File: src/rtl/unum4_pkg.sv
// Shared definitions for the unum4 FPU command sequencer: opcodes, flag bit
// positions and the sequencer FSM encoding.
package unum4_pkg;

   localparam int unsigned OPC_W   = 2;
   localparam int unsigned FLAGS_W = 4;

   localparam logic [OPC_W-1:0] OP_ADD = 2'b00;
   localparam logic [OPC_W-1:0] OP_SUB = 2'b01;
   localparam logic [OPC_W-1:0] OP_DIV = 2'b10;
   localparam logic [OPC_W-1:0] OP_MUL = 2'b11;

   localparam int unsigned FLG_OVF = 0;
   localparam int unsigned FLG_UNF = 1;
   localparam int unsigned FLG_DBZ = 2;
   localparam int unsigned FLG_TMO = 3;

   typedef enum logic [1:0] {
      ST_IDLE = 2'd0,
      ST_RUN  = 2'd1,
      ST_WAIT = 2'd2,
      ST_RESP = 2'd3
   } seq_state_t;

   // Assemble a response flag word from individual status bits
   function automatic logic [FLAGS_W-1:0] pack_flags(input logic tmo, input logic dbz,
                                                     input logic unf, input logic ovf);
      logic [FLAGS_W-1:0] f;
      f          = '0;
      f[FLG_TMO] = tmo;
      f[FLG_DBZ] = dbz;
      f[FLG_UNF] = unf;
      f[FLG_OVF] = ovf;
      return f;
   endfunction

endpackage

File: src/rtl/unum4_fpu_seq.sv
// Command-side sequencer for the unum4 FPU: accepts one command, pulses run,
// waits for done under a timeout guard, returns result/flags, and keeps
// sticky exception flags. Every output is a register.
module unum4_fpu_seq
   import unum4_pkg::*;
#(
   parameter int unsigned DATA_W   = 32,
   parameter int unsigned OPCODE_W = 2,
   parameter int unsigned TIMEOUT  = 127
) (
   input  logic                clk,
   input  logic                rst,
   input  logic                cmd_valid,
   output logic                cmd_ready,
   input  logic [OPCODE_W-1:0] cmd_op,
   input  logic [DATA_W-1:0]   cmd_a,
   input  logic [DATA_W-1:0]   cmd_b,
   output logic                rsp_valid,
   input  logic                rsp_ready,
   output logic [DATA_W-1:0]   rsp_data,
   output logic [3:0]          rsp_flags,
   output logic [3:0]          sticky_flags,
   input  logic                sticky_clr,
   output logic                busy,
   output logic                fpu_run,
   output logic [DATA_W-1:0]   fpu_in0,
   output logic [DATA_W-1:0]   fpu_in1,
   output logic [OPCODE_W-1:0] fpu_op,
   input  logic [DATA_W-1:0]   fpu_out0,
   input  logic                fpu_done,
   input  logic                fpu_overflow,
   input  logic                fpu_underflow,
   input  logic                fpu_div_by_zero
);

   localparam int unsigned     CNT_W    = $clog2(TIMEOUT + 1);
   localparam logic [CNT_W-1:0] CNT_LAST = CNT_W'(TIMEOUT - 1);

   seq_state_t state;
   seq_state_t next_state;

   logic [CNT_W-1:0]    wait_cnt;
   logic                accept;
   logic                last_wait;

   logic [CNT_W-1:0]    cnt_d;
   logic [DATA_W-1:0]   in0_d;
   logic [DATA_W-1:0]   in1_d;
   logic [OPCODE_W-1:0] op_d;
   logic [DATA_W-1:0]   data_d;
   logic [3:0]          flags_d;
   logic [3:0]          sticky_d;
   logic                ready_d;
   logic                valid_d;
   logic                busy_d;
   logic                run_d;

   assign accept    = (state == ST_IDLE) && cmd_ready && cmd_valid;
   assign last_wait = (wait_cnt == CNT_LAST);

   // State register
   always_ff @(posedge clk) begin
      if (rst) state <= ST_IDLE;
      else     state <= next_state;
   end

   // Next-state logic
   always_comb begin
      next_state = state;
      unique case (state)
         ST_IDLE: if (accept) next_state = ST_RUN;
         ST_RUN:  next_state = ST_WAIT;
         ST_WAIT: if (fpu_done || last_wait) next_state = ST_RESP;
         ST_RESP: if (rsp_valid && rsp_ready) next_state = ST_IDLE;
         default: next_state = ST_IDLE;
      endcase
   end

   // Next values for the registered outputs; done takes priority over timeout
   always_comb begin
      cnt_d    = wait_cnt;
      in0_d    = fpu_in0;
      in1_d    = fpu_in1;
      op_d     = fpu_op;
      data_d   = rsp_data;
      flags_d  = rsp_flags;
      sticky_d = sticky_clr ? 4'b0000 : sticky_flags;
      ready_d  = (next_state == ST_IDLE);
      valid_d  = (next_state == ST_RESP);
      busy_d   = (next_state != ST_IDLE);
      run_d    = (next_state == ST_RUN);

      if (accept) begin
         in0_d = cmd_a;
         in1_d = cmd_b;
         op_d  = cmd_op;
      end

      if (state == ST_RUN) cnt_d = '0;

      if (state == ST_WAIT) begin
         cnt_d = wait_cnt + CNT_W'(1);
         if (fpu_done) begin
            data_d   = fpu_out0;
            flags_d  = pack_flags(1'b0, fpu_div_by_zero, fpu_underflow, fpu_overflow);
            sticky_d = sticky_d | flags_d;
         end else if (last_wait) begin
            data_d   = '0;
            flags_d  = pack_flags(1'b1, 1'b0, 1'b0, 1'b0);
            sticky_d = sticky_d | flags_d;
         end
      end
   end

   // Output and counter registers, all cleared while reset is high
   always_ff @(posedge clk) begin
      if (rst) begin
         wait_cnt     <= '0;
         fpu_in0      <= '0;
         fpu_in1      <= '0;
         fpu_op       <= '0;
         rsp_data     <= '0;
         rsp_flags    <= '0;
         sticky_flags <= '0;
         cmd_ready    <= 1'b0;
         rsp_valid    <= 1'b0;
         busy         <= 1'b0;
         fpu_run      <= 1'b0;
      end else begin
         wait_cnt     <= cnt_d;
         fpu_in0      <= in0_d;
         fpu_in1      <= in1_d;
         fpu_op       <= op_d;
         rsp_data     <= data_d;
         rsp_flags    <= flags_d;
         sticky_flags <= sticky_d;
         cmd_ready    <= ready_d;
         rsp_valid    <= valid_d;
         busy         <= busy_d;
         fpu_run      <= run_d;
      end
   end

endmodule

File: config.mk
export PLATFORM = sky130hd
export DESIGN_NAME = unum4_fpu_seq
export DESIGN_NICKNAME = d
export VERILOG_FILES = /design/src/rtl/unum4_pkg.sv /design/src/rtl/unum4_fpu_seq.sv
export SDC_FILE = /design/constraint.sdc
export NUM_CORES = 1
export LEC_CHECK = 0
export BUFFER_PORTS_ARGS = -buffer_cell sky130_fd_sc_hd__buf_2
export CAP_MARGIN = 20
export CORE_UTILIZATION = 35
export CTS_BUF_LIST = sky130_fd_sc_hd__clkbuf_4 sky130_fd_sc_hd__clkbuf_8
export DETAILED_ROUTE_END_ITERATION = 6
export PLACE_DENSITY = 0.73
export SETUP_SLACK_MARGIN = 0.05
export SYNTH_ARGS = -nofsm -noshare
export SYNTH_HDL_FRONTEND = slang
export SYNTH_SLANG_ARGS = --single-unit
File: constraint.sdc
create_clock -name clk -period 4.3 [get_ports clk]
set_input_delay 0.215 -clock clk [delete_from_list [all_inputs] [get_ports clk]]
set_output_delay 0.215 -clock clk [all_outputs]
set_load 0.05 [all_outputs]
==> results.py, run 1 <==
metrics = {
    "route": {
        "initialDrtViolationCount": 303,
        "wire_per_inst_um": 12.9,
        "via_count": 4255,
        "viasPerCell": 4.69,
        "drcViolationCount": 14,
        "firstDrtPassIters": 7,
        "wl_um": 11700,
        "ant_nets": 0,
    },
    "global_routing": {
        "grt_first_pass_wirelength_um": 18700,
        "grt_antenna_before_repair": 1,
        "grt_overflow": 0,
        "grt_start_max_net_pins": 114,
        "track_usage_pct": 18.9,
        "grt_pass1_vias": 4105,
    },
    "timing": {
        "max-slew-margin-rel_pct": 43.3,
        "setup_viol": 0,
        "min_period_ns": 2.20,
        "finalCritPeriodShare_pct": 51.2,
        "rsz0062_at_grt": "no",
        "timing.final.hold_violations": 0,
        "report.final.slew_viol_count": 0,
        "skew_ns": 0.00766,
        "worstMarginPinSlew_ns": 0.849,
        "timing.fmax_mhz": 454,
        "fin_tns_setup_ns": 0,
    },
    "floorplanning": {
        "initial_utilization_pct": 36.5,
        "ioPinCount": 217,
        "row_count": 39,
        "core-area_sq_um": 11600,
        "die_w_um": 112,
        "die_h_um": 112,
        "die-area_sq_um": 12500,
    },
    "clock_network": {
        "cts_resized": 0,
        "cts_root_buf": "clkbuf_8",
        "cts_sinks": 119,
        "h-tree-depth": 4,
        "tritoncts": "built",
        "cts.clk_slew.worst_paths_ns": 0.07,
        "cts_hold_buf": 52,
        "clk_latency_ns": 0.43,
        "cts_buffers": 17,
        "cts_setup_buffers": 0,
        "cts_buffer_depth": 2,
    },
    "worst_setup_path": {
        "crit_fanout": 40,
        "slowest_delay_ns": 0.68,
        "worstSetupEndpointType": "register",
        "cp.required_ns": 4.60,
        "crit_type": "register to register",
        "crit_chain": "inv_1, ha_1, nand3_2, buf_4, nand2_1, a21oi_1",
        "crit_arrival_ns": 2.50,
        "slowest_stage": "nand3_2",
        "cp_top_family": "simple AND/OR/NAND/NOR gates",
        "cp_num_buf_inv": 2,
        "startpoint_type": "register",
    },
    "place": {
        "gp_congestion": 0.748,
        "post-place-cells": 821,
        "io_buffer_count": 216,
        "dp_hpwl_um": 7480,
        "placedInstanceArea_sq_um": 5350,
    },
    "cells_and_area": {
        "final.fill_count": 1010,
        "final_cell_mix": "215 x buf_2, 143 x nand2_1, 119 x dfxtp_1",
        "seqCellArea_sq_um": 2380,
        "stdcell_count": 907,
        "final_common_cell": "buf_2",
        "multi_input_area_sq_um": 1640,
        "area_growth_pct": 50.8,
        "final_area_sq_um": 6360,
        "fin_util_pct": 55.0,
        "layout-drive-gt1-share_pct": 34.1,
        "fin_nets": 862,
    },
    "pwr": {
        "p_total_mw": 3.60,
        "vdd_ir_drop_max_uv": 203,
        "p_leak_nw": 2.92,
        "power.density_nw_per_um2": 566,
    },
    "synth": {
        "ys_seq_area_share_pct": 56.5,
        "syn-num-nets": 604,
        "synthCells": 492,
        "ys_types": 36,
        "synth_seq_cells": 119,
        "synth_warnings": 0,
        "synth_top_flop_cell": "dfxtp_1",
        "synthArstFlopShare_pct": 0,
        "synth_area_per_cell_sq_um": 8.57,
        "synth_area_sq_um": 4220,
        "synth-edff-count": 0,
    },
    "min_path": {
        "hp-class": "input pin to register",
    },
    "status": {
        "status": "finished, violations left",
        "failed_checks": "design-rule violations",
    },
    "job": {
        "max_cap_violations": 0,
    },
}
[where the power goes]
group / total, mW / internal (mW) / leakage (nW) / switching (mW)
logic: 1.14 / 0.316 / 1.71 / 0.821
clock network: 1.16 / 0.728 / 0.242 / 0.429
registers: 1.31 / 1.24 / 0.965 / 0.0679
[per-layer routing]
layer	vias to the layer above	global-route usage, %	share of wire [%]
li1	2155	-	-
met1	1933	19.7	41
met2	140	33.8	51
met3	27	5.44	4.9
met4	0	11.0	3.0
met5	-	0	0
[logic make-up (layout without fill, tap and decap cells)]
group / after synthesis / after routing / synth area share [%]
AO/OA/AOI/OAI: 122 / 122 / 17.4
XOR/XNOR: 3 / 3 / 0.623
adder cells (fa/ha/maj): 5 / 5 / 1.48
buffers and inverters: 40 / 311 / 4.66
flip-flops: 119 / 119 / 56.5
other: 0 / 1 / 0
AND/OR/NAND/NOR: 203 / 203 / 19.3
[worst min-delay path, stage by stage]
cell and delay (ns):
buf_2 0.09, nand2_1 0.05, a21oi_1 0.05
[synth_stat cells, types with 2 or more instances]
library cell / count / area share (%)
buf_2: 10 / 1.2
nand2b_1: 6 / 0.89
o21ai_0: 2 / 0.24
clkbuf_1: 17 / 1.5
a21o_1: 2 / 0.36
nand4_1: 3 / 0.45
buf_1: 3 / 0.27
xor2_1: 3 / 0.62
nor2_1: 39 / 3.5
dfxtp_1: 119 / 56
or3_1: 2 / 0.30
nand3_1: 2 / 0.24
a22oi_1: 32 / 5.7
nand2_1: 143 / 13
buf_6: 4 / 1.1
inv_1: 4 / 0.36
ha_1: 5 / 1.5
a21oi_1: 78 / 9.3
[flip-flops by register name, indices dropped and copies added (netlist names)]
register,cells
wait_cnt,7
busy,1
state,2
fpu_run,1
rsp_flags,4
rsp_data,32
sticky_flags,4
fpu_in1,32
fpu_in0,32
fpu_op,2
cmd_ready,1
rsp_valid,1
[final timing paths]
kind                                 from                  endpoint  slack (ns)  cells after the start
setup / recovery      state[0]$_SDFF_PP0_  fpu_in0[20]$_SDFFE_PP0P_        2.10                      6
hold / removal                  cmd_a[13]  fpu_in0[13]$_SDFFE_PP0P_        0.03                      3
setup reg to reg      state[0]$_SDFF_PP0_  fpu_in0[20]$_SDFFE_PP0P_        2.10                      6
hold reg to reg   fpu_in1[4]$_SDFFE_PP0P_   fpu_in1[4]$_SDFFE_PP0P_        0.45                      2
[through the flow]
step	worst slack, ns	hold slack (ns)
6_report	2.10	0.0284
5_1_grt	1.90	0.0104
4_1_cts	2.01	0.000469
3_5_place_dp	2.02	0.444
3_3_place_gp	2.11	0.438
2_1_floorplan	2.61	0.351
[layout make-up]
class	instances	share of cell area (%)
antenna	1	0.0393
clock buffer	24	5.10
clock inverter	8	2.20
inverter	5	0.295
multi-input combinational	333	25.9
sequential	119	37.5
tap	143	2.81
timing repair buffer	274	26.2
Power figures use the tool's default switching activity.
==> inputs of run 2 (changes only) <==
- ABC_AREA: default -> 1
- clock period: 4.3 -> 2.1 ns (I/O delays scaled with it)
==> results.py, run 2 <==
metrics = {
    "timing": {
        "max-slew-margin-rel_pct": 70.6,
        "min_period_ns": 1.85,
        "rsz0062_at_grt": "no",
        "skew_ns": 0.00739,
        "fin_tns_setup_ns": 0,
        "finalCritPeriodShare_pct": 87.9,
        "timing.fmax_mhz": 542,
        "setup_ws_ns": 0.255,
        "setup_viol": 0,
        "timing.final.hold_violations": 0,
        "worstMarginPinSlew_ns": 0.441,
        "report.final.slew_viol_count": 0,
    },
    "job": {
        "max_cap_violations": 0,
    },
    "route": {
        "via_count": 4788,
        "viasPerCell": 4.63,
        "drcViolationCount": 0,
        "initialDrtViolationCount": 258,
        "ant_nets": 0,
        "wire_per_inst_um": 13.4,
        "wl_um": 13800,
        "firstDrtPassIters": 5,
    },
    "synth": {
        "synth_area_sq_um": 4350,
        "synth_area_leaders": "dfxtp_1 55%, a21oi_1 13%, o21ai_0 7.9%, inv_1 6.7%, nand2_1 5.2%",
        "synth_warnings": 0,
        "synth_top_flop_cell": "dfxtp_1",
        "synthCells": 544,
        "syn-num-nets": 656,
        "ys_seq_area_share_pct": 54.8,
        "synthTopCellsByCount": "119 x dfxtp_1, 112 x a21oi_1, 78 x inv_1",
        "synth_area_per_cell_sq_um": 7.99,
        "synth_top_area_share_pct": 54.8,
        "ys_types": 21,
        "synth_most_common_cell": "dfxtp_1",
        "synthArstFlopShare_pct": 0,
        "synth-edff-count": 0,
        "synth_seq_cells": 119,
        "yosys.area.top_type": "dfxtp_1",
    },
    "floorplanning": {
        "initial_utilization_pct": 36.0,
        "ioPinCount": 217,
        "core-area_sq_um": 12100,
        "die_h_um": 113,
        "die-area_sq_um": 12900,
        "die_w_um": 113,
        "row_count": 40,
    },
    "min_path": {
        "whs_path_depth": 3,
        "hp-class": "input pin to register",
    },
    "cells_and_area": {
        "seqCellArea_sq_um": 2380,
        "final_cell_mix": "216 x buf_2, 119 x dfxtp_1, 112 x a21oi_1",
        "fin_util_pct": 58.8,
        "fin_nets": 966,
        "layout-drive-gt1-share_pct": 30.2,
        "antenna_cells": 0,
        "area_growth_pct": 63.0,
        "reg_top3": "fpu_in0: 32 flops, fpu_in1: 32 flops, rsp_data: 32 flops",
        "final_common_cell": "buf_2",
        "multi_input_area_sq_um": 1510,
        "final.fill_count": 977,
        "final_area_sq_um": 7090,
    },
    "global_routing": {
        "busiest_layer": "met2",
        "grt_start_max_net_pins": 104,
        "grt_use_met2_pct": 37.1,
        "grt_overflow": 0,
        "grt_antenna_before_repair": 0,
        "grt_pass1_vias": 4514,
        "grtUsageMet3_pct": 7.70,
        "grt_first_pass_wirelength_um": 21600,
        "grtUsageMet1_pct": 24.5,
        "track_usage_pct": 21.7,
    },
    "clock_network": {
        "cts_setup_buffers": 0,
        "tritoncts": "built",
        "cts_buffers": 17,
        "clk_latency_ns": 0.44,
        "cts_root_buf": "clkbuf_8",
        "cts_buffer_depth": 2,
        "h-tree-depth": 4,
        "cts.clk_slew.worst_paths_ns": 0.07,
        "cts_sinks": 119,
    },
    "pwr": {
        "p_leak_nw": 3.21,
        "power.density_nw_per_um2": 1010,
        "p_total_mw": 7.15,
        "vdd_ir_drop_max_uv": 521,
    },
    "worst_setup_path": {
        "crit_fanout": 37,
        "startpoint_type": "register",
        "cp.required_ns": 2.43,
        "crit_arrival_ns": 2.17,
        "worstSetupEndpointType": "register",
        "crit_type": "register to register",
        "rr_worst_depth": 9,
    },
    "place": {
        "placedInstanceArea_sq_um": 5570,
        "post-place-ws_ns": 0.242,
        "io_buffer_count": 216,
        "dp_hpwl_um": 8140,
        "gp_congestion": 0.752,
    },
    "status": {
        "status": "finished clean",
    },
}
-- run 2: cell types whose count changed after synthesis, sizes merged, moves of 3 or more --
cell	previous run	this run
nand2	143	61
inv	5	79
o21ai	2	69
nand3	2	40
a21oi	78	112
a22oi	32	0
nor2	39	15
nand2b	6	0
clkbuf	17	22
buf	18	15
nand4	3	0
-- run 2: power breakdown --
group / total [mW] / internal, mW / switching [mW]
clock: 2.54 / 1.61 / 0.930
sequential: 2.65 / 2.51 / 0.134
combinational: 1.97 / 0.550 / 1.42
total: 7.15 / 4.67 / 2.48
-- run 2: cells by family after synthesis --
family	synth area share, %
compound gates	21.0
xor+xnor	0.403
fa+ha+maj	1.44
buf+inv	10.7
flops	54.8
simple gates	11.7
-- run 2: area by class of cell --
cell class              count  area share (%)
flip-flops and latches    119            33.6
inverters                  80            4.29
clock buffers              20            3.80
well taps                 168            2.97
clock inverters            12            3.14
multi-input cells         308            21.3
repair buffers            328            30.9
-- run 2: timing repair --
item                                   CTS  global route
gates resized for setup                  0             1
hold buffers                           102             0
endpoints found under the hold margin  105             0
setup endpoints to repair                0            13
-- run 2: metal layers --
layer  wire length, um  vias up
met5                 0        -
li1                  -     2389
met4               278        0
met2              6610      254
met1              5750     2120
met3              1180       25
-- run 2: critical path: stages (launching register included) --
cell     delay (ns)
dfxtp_1        0.40
inv_1          0.10
ha_1           0.26
nand2_1        0.15
buf_4          0.38
nand3_1        0.12
nand2_1        0.07
nand2_1        0.07
nand2_1        0.12
nand2_1        0.07
-- run 2: worst paths after layout --
| check | start | slack (ns) | end |
|---|---|---|---|
| min reg2reg | fpu_in0[5]$_SDFFE_PP0P_ | 0.44 | fpu_in0[5]$_SDFFE_PP0P_ |
| max | state[0]$_SDFF_PP0_ | 0.25 | busy$_SDFF_PP0_ |
| min | cmd_valid | 0.03 | fpu_in0[25]$_SDFFE_PP0P_ |
| max reg2reg | state[0]$_SDFF_PP0_ | 0.25 | busy$_SDFF_PP0_ |
-- run 2: stage by stage --
stage | instances | hold WS [ns]
floorplan | 544 | 0.253
detailed placement | 901 | 0.365
CTS | 1035 | 0.00503
global route | 1035 | 0.00755
global placement | 901 | 0.361
finish | 1035 | 0.0334
==> inputs of run 3 (changes only) <==
- CORE_UTILIZATION: 35 -> 47
- PLACE_DENSITY: 0.73 -> 0.91
==> results.py, run 3 (synthesis gave the netlist of run 2 again) <==
metrics = {
    "timing": {
        "skew_ns": 0.0171,
        "timing.fmax_mhz": 543,
        "finalCritPeriodShare_pct": 87.7,
        "timing.final.hold_violations": 0,
        "min_period_ns": 1.84,
        "setup_viol": 0,
        "setup_ws_ns": 0.258,
        "rsz0062_at_grt": "no",
        "report.final.slew_viol_count": 0,
        "fin_tns_setup_ns": 0,
        "worstMarginPinSlew_ns": 0.598,
        "max-slew-margin-rel_pct": 60.1,
        "hold_ws_ns": 0.0400,
    },
    "worst_setup_path": {
        "r2r-start": "state[0]$_SDFF_PP0_",
        "crit_type": "register to register",
        "crit_arrival_ns": 2.12,
        "reg2reg_to": "fpu_in1[28]$_SDFFE_PP0P_",
        "crit_fanout": 56,
        "regToRegSetupSlack_ns": 0.26,
        "worstSetupEndpointType": "register",
        "cp.required_ns": 2.38,
        "startpoint_type": "register",
        "rr_worst_depth": 6,
        "startpoint": "state[0]$_SDFF_PP0_",
    },
    "clock_network": {
        "cts_sinks": 119,
        "h-tree-depth": 4,
        "cts_root_buf": "clkbuf_8",
        "cts_buffers": 17,
        "cts_buffer_depth": 2,
        "cts_resized": 0,
        "cts_setup_buffers": 0,
        "cts.clk_slew.worst_paths_ns": 0.08,
        "clk_latency_ns": 0.41,
        "cts_hold_buf": 94,
        "tritoncts": "built",
    },
    "floorplanning": {
        "row_count": 34,
        "initial_utilization_pct": 49.1,
        "ioPinCount": 217,
        "die-area_sq_um": 9640,
        "die_h_um": 98.2,
        "die_w_um": 98.2,
        "core-area_sq_um": 8850,
    },
    "min_path": {
        "min_to": "fpu_in0[0]$_SDFFE_PP0P_",
        "hp-class": "input pin to register",
        "whs_path_depth": 3,
        "hold_start": "cmd_a[0]",
    },
    "global_routing": {
        "track_usage_pct": 32.9,
        "grt_pass1_vias": 5119,
        "grt_antenna_before_repair": 0,
        "grt_first_pass_wirelength_um": 24800,
        "grt_start_max_net_pins": 71,
        "grt_overflow": 0,
    },
    "route": {
        "firstDrtPassIters": 7,
        "initialDrtViolationCount": 368,
        "viasPerCell": 5.24,
        "wire_per_inst_um": 16.7,
        "ant_nets": 0,
        "drcViolationCount": 18,
        "via_count": 5070,
        "wl_um": 16100,
    },
    "place": {
        "placedInstanceArea_sq_um": 5510,
        "post-place-cells": 841,
        "io_buffer_count": 216,
        "dp_hpwl_um": 7920,
        "gp_congestion": 0.781,
        "post-place-ws_ns": 0.337,
    },
    "cells_and_area": {
        "fin_util_pct": 77.1,
        "final_cell_mix": "216 x buf_2, 119 x dfxtp_1, 112 x a21oi_1",
        "layout-drive-gt1-share_pct": 30.4,
        "stdcell_count": 967,
        "final_common_cell": "buf_2",
        "final.fill_count": 526,
        "final_area_sq_um": 6820,
        "fin_nets": 958,
        "reg_top3": "fpu_in0: 32 flops, fpu_in1: 32 flops, rsp_data: 32 flops",
        "antenna_cells": 0,
        "area_growth_pct": 57.0,
    },
    "pwr": {
        "p_leak_nw": 3.12,
        "power.density_nw_per_um2": 973,
        "vdd_ir_drop_max_uv": 628,
        "p_total_mw": 6.64,
    },
    "job": {
        "max_cap_violations": 0,
    },
    "status": {
        "status": "finished, violations left",
        "failed_checks": "design-rule violations",
    },
}
run 3: changes by cell type in the layout (fill, tap and decap cells not counted):
cell           before  now
dlygate4sd3_1     102   94
inv_6               0    2
buf_4               9    8
buf_12              1    2
clkinv_4            2    6
clkinv_1            1    2
clkbuf_4            1    2
bufinv_16           6    1
clkinvlp_4          3    2
clkbuf_8           19   17
run 3: final cells by class:
cell class / instances / area (sq um) / share of cell area (%)
multi-input cells: 308 / 1510 / 22.1
clock buffers: 19 / 249 / 3.65
clock inverters: 13 / 125 / 1.83
flip-flops and latches: 119 / 2380 / 34.9
inverters: 80 / 300 / 4.40
well taps: 108 / 135 / 1.98
repair buffers: 320 / 2120 / 31.1
run 3: worst max path at each step:
| stage | endpoint | slack [ns] | cells after the start |
|---|---|---|---|
| 3_3_place_gp | busy$_SDFF_PP0_ | 0.49 | 10 |
| 3_5_place_dp | fpu_in0[4]$_SDFFE_PP0P_ | 0.34 | 6 |
| 6_report | fpu_in1[28]$_SDFFE_PP0P_ | 0.26 | 6 |
| 2_1_floorplan | fpu_in0[27]$_SDFFE_PP0P_ | 0.60 | 5 |
| 5_1_grt | fpu_in1[28]$_SDFFE_PP0P_ | 0.12 | 6 |
| 4_1_cts | fpu_in0[4]$_SDFFE_PP0P_ | 0.34 | 6 |
run 3: critical path, cell delays in order, from the launching register on:
cell and delay (ns):
dfxtp_1 0.34, inv_1 0.11, ha_1 0.27, nand3_4 0.30, buf_12 0.29, o21ai_0 0.28
a21oi_1 0.09
run 3: where the power goes:
group	switching, mW	leakage (nW)	internal, mW
combinational	1.48	1.97	0.549
sequential	0.156	0.969	2.51
clock	0.970	0.187	0.975
total	2.61	3.12	4.04
run 3: routing by layer:
layer	part of all wire (%)	GRT usage, %	routed length [um]
met1	37	34.9	5900
met2	48	57.9	7810
met3	8.8	8.16	1420
met4	6.2	22.3	992
met5	0	0	0
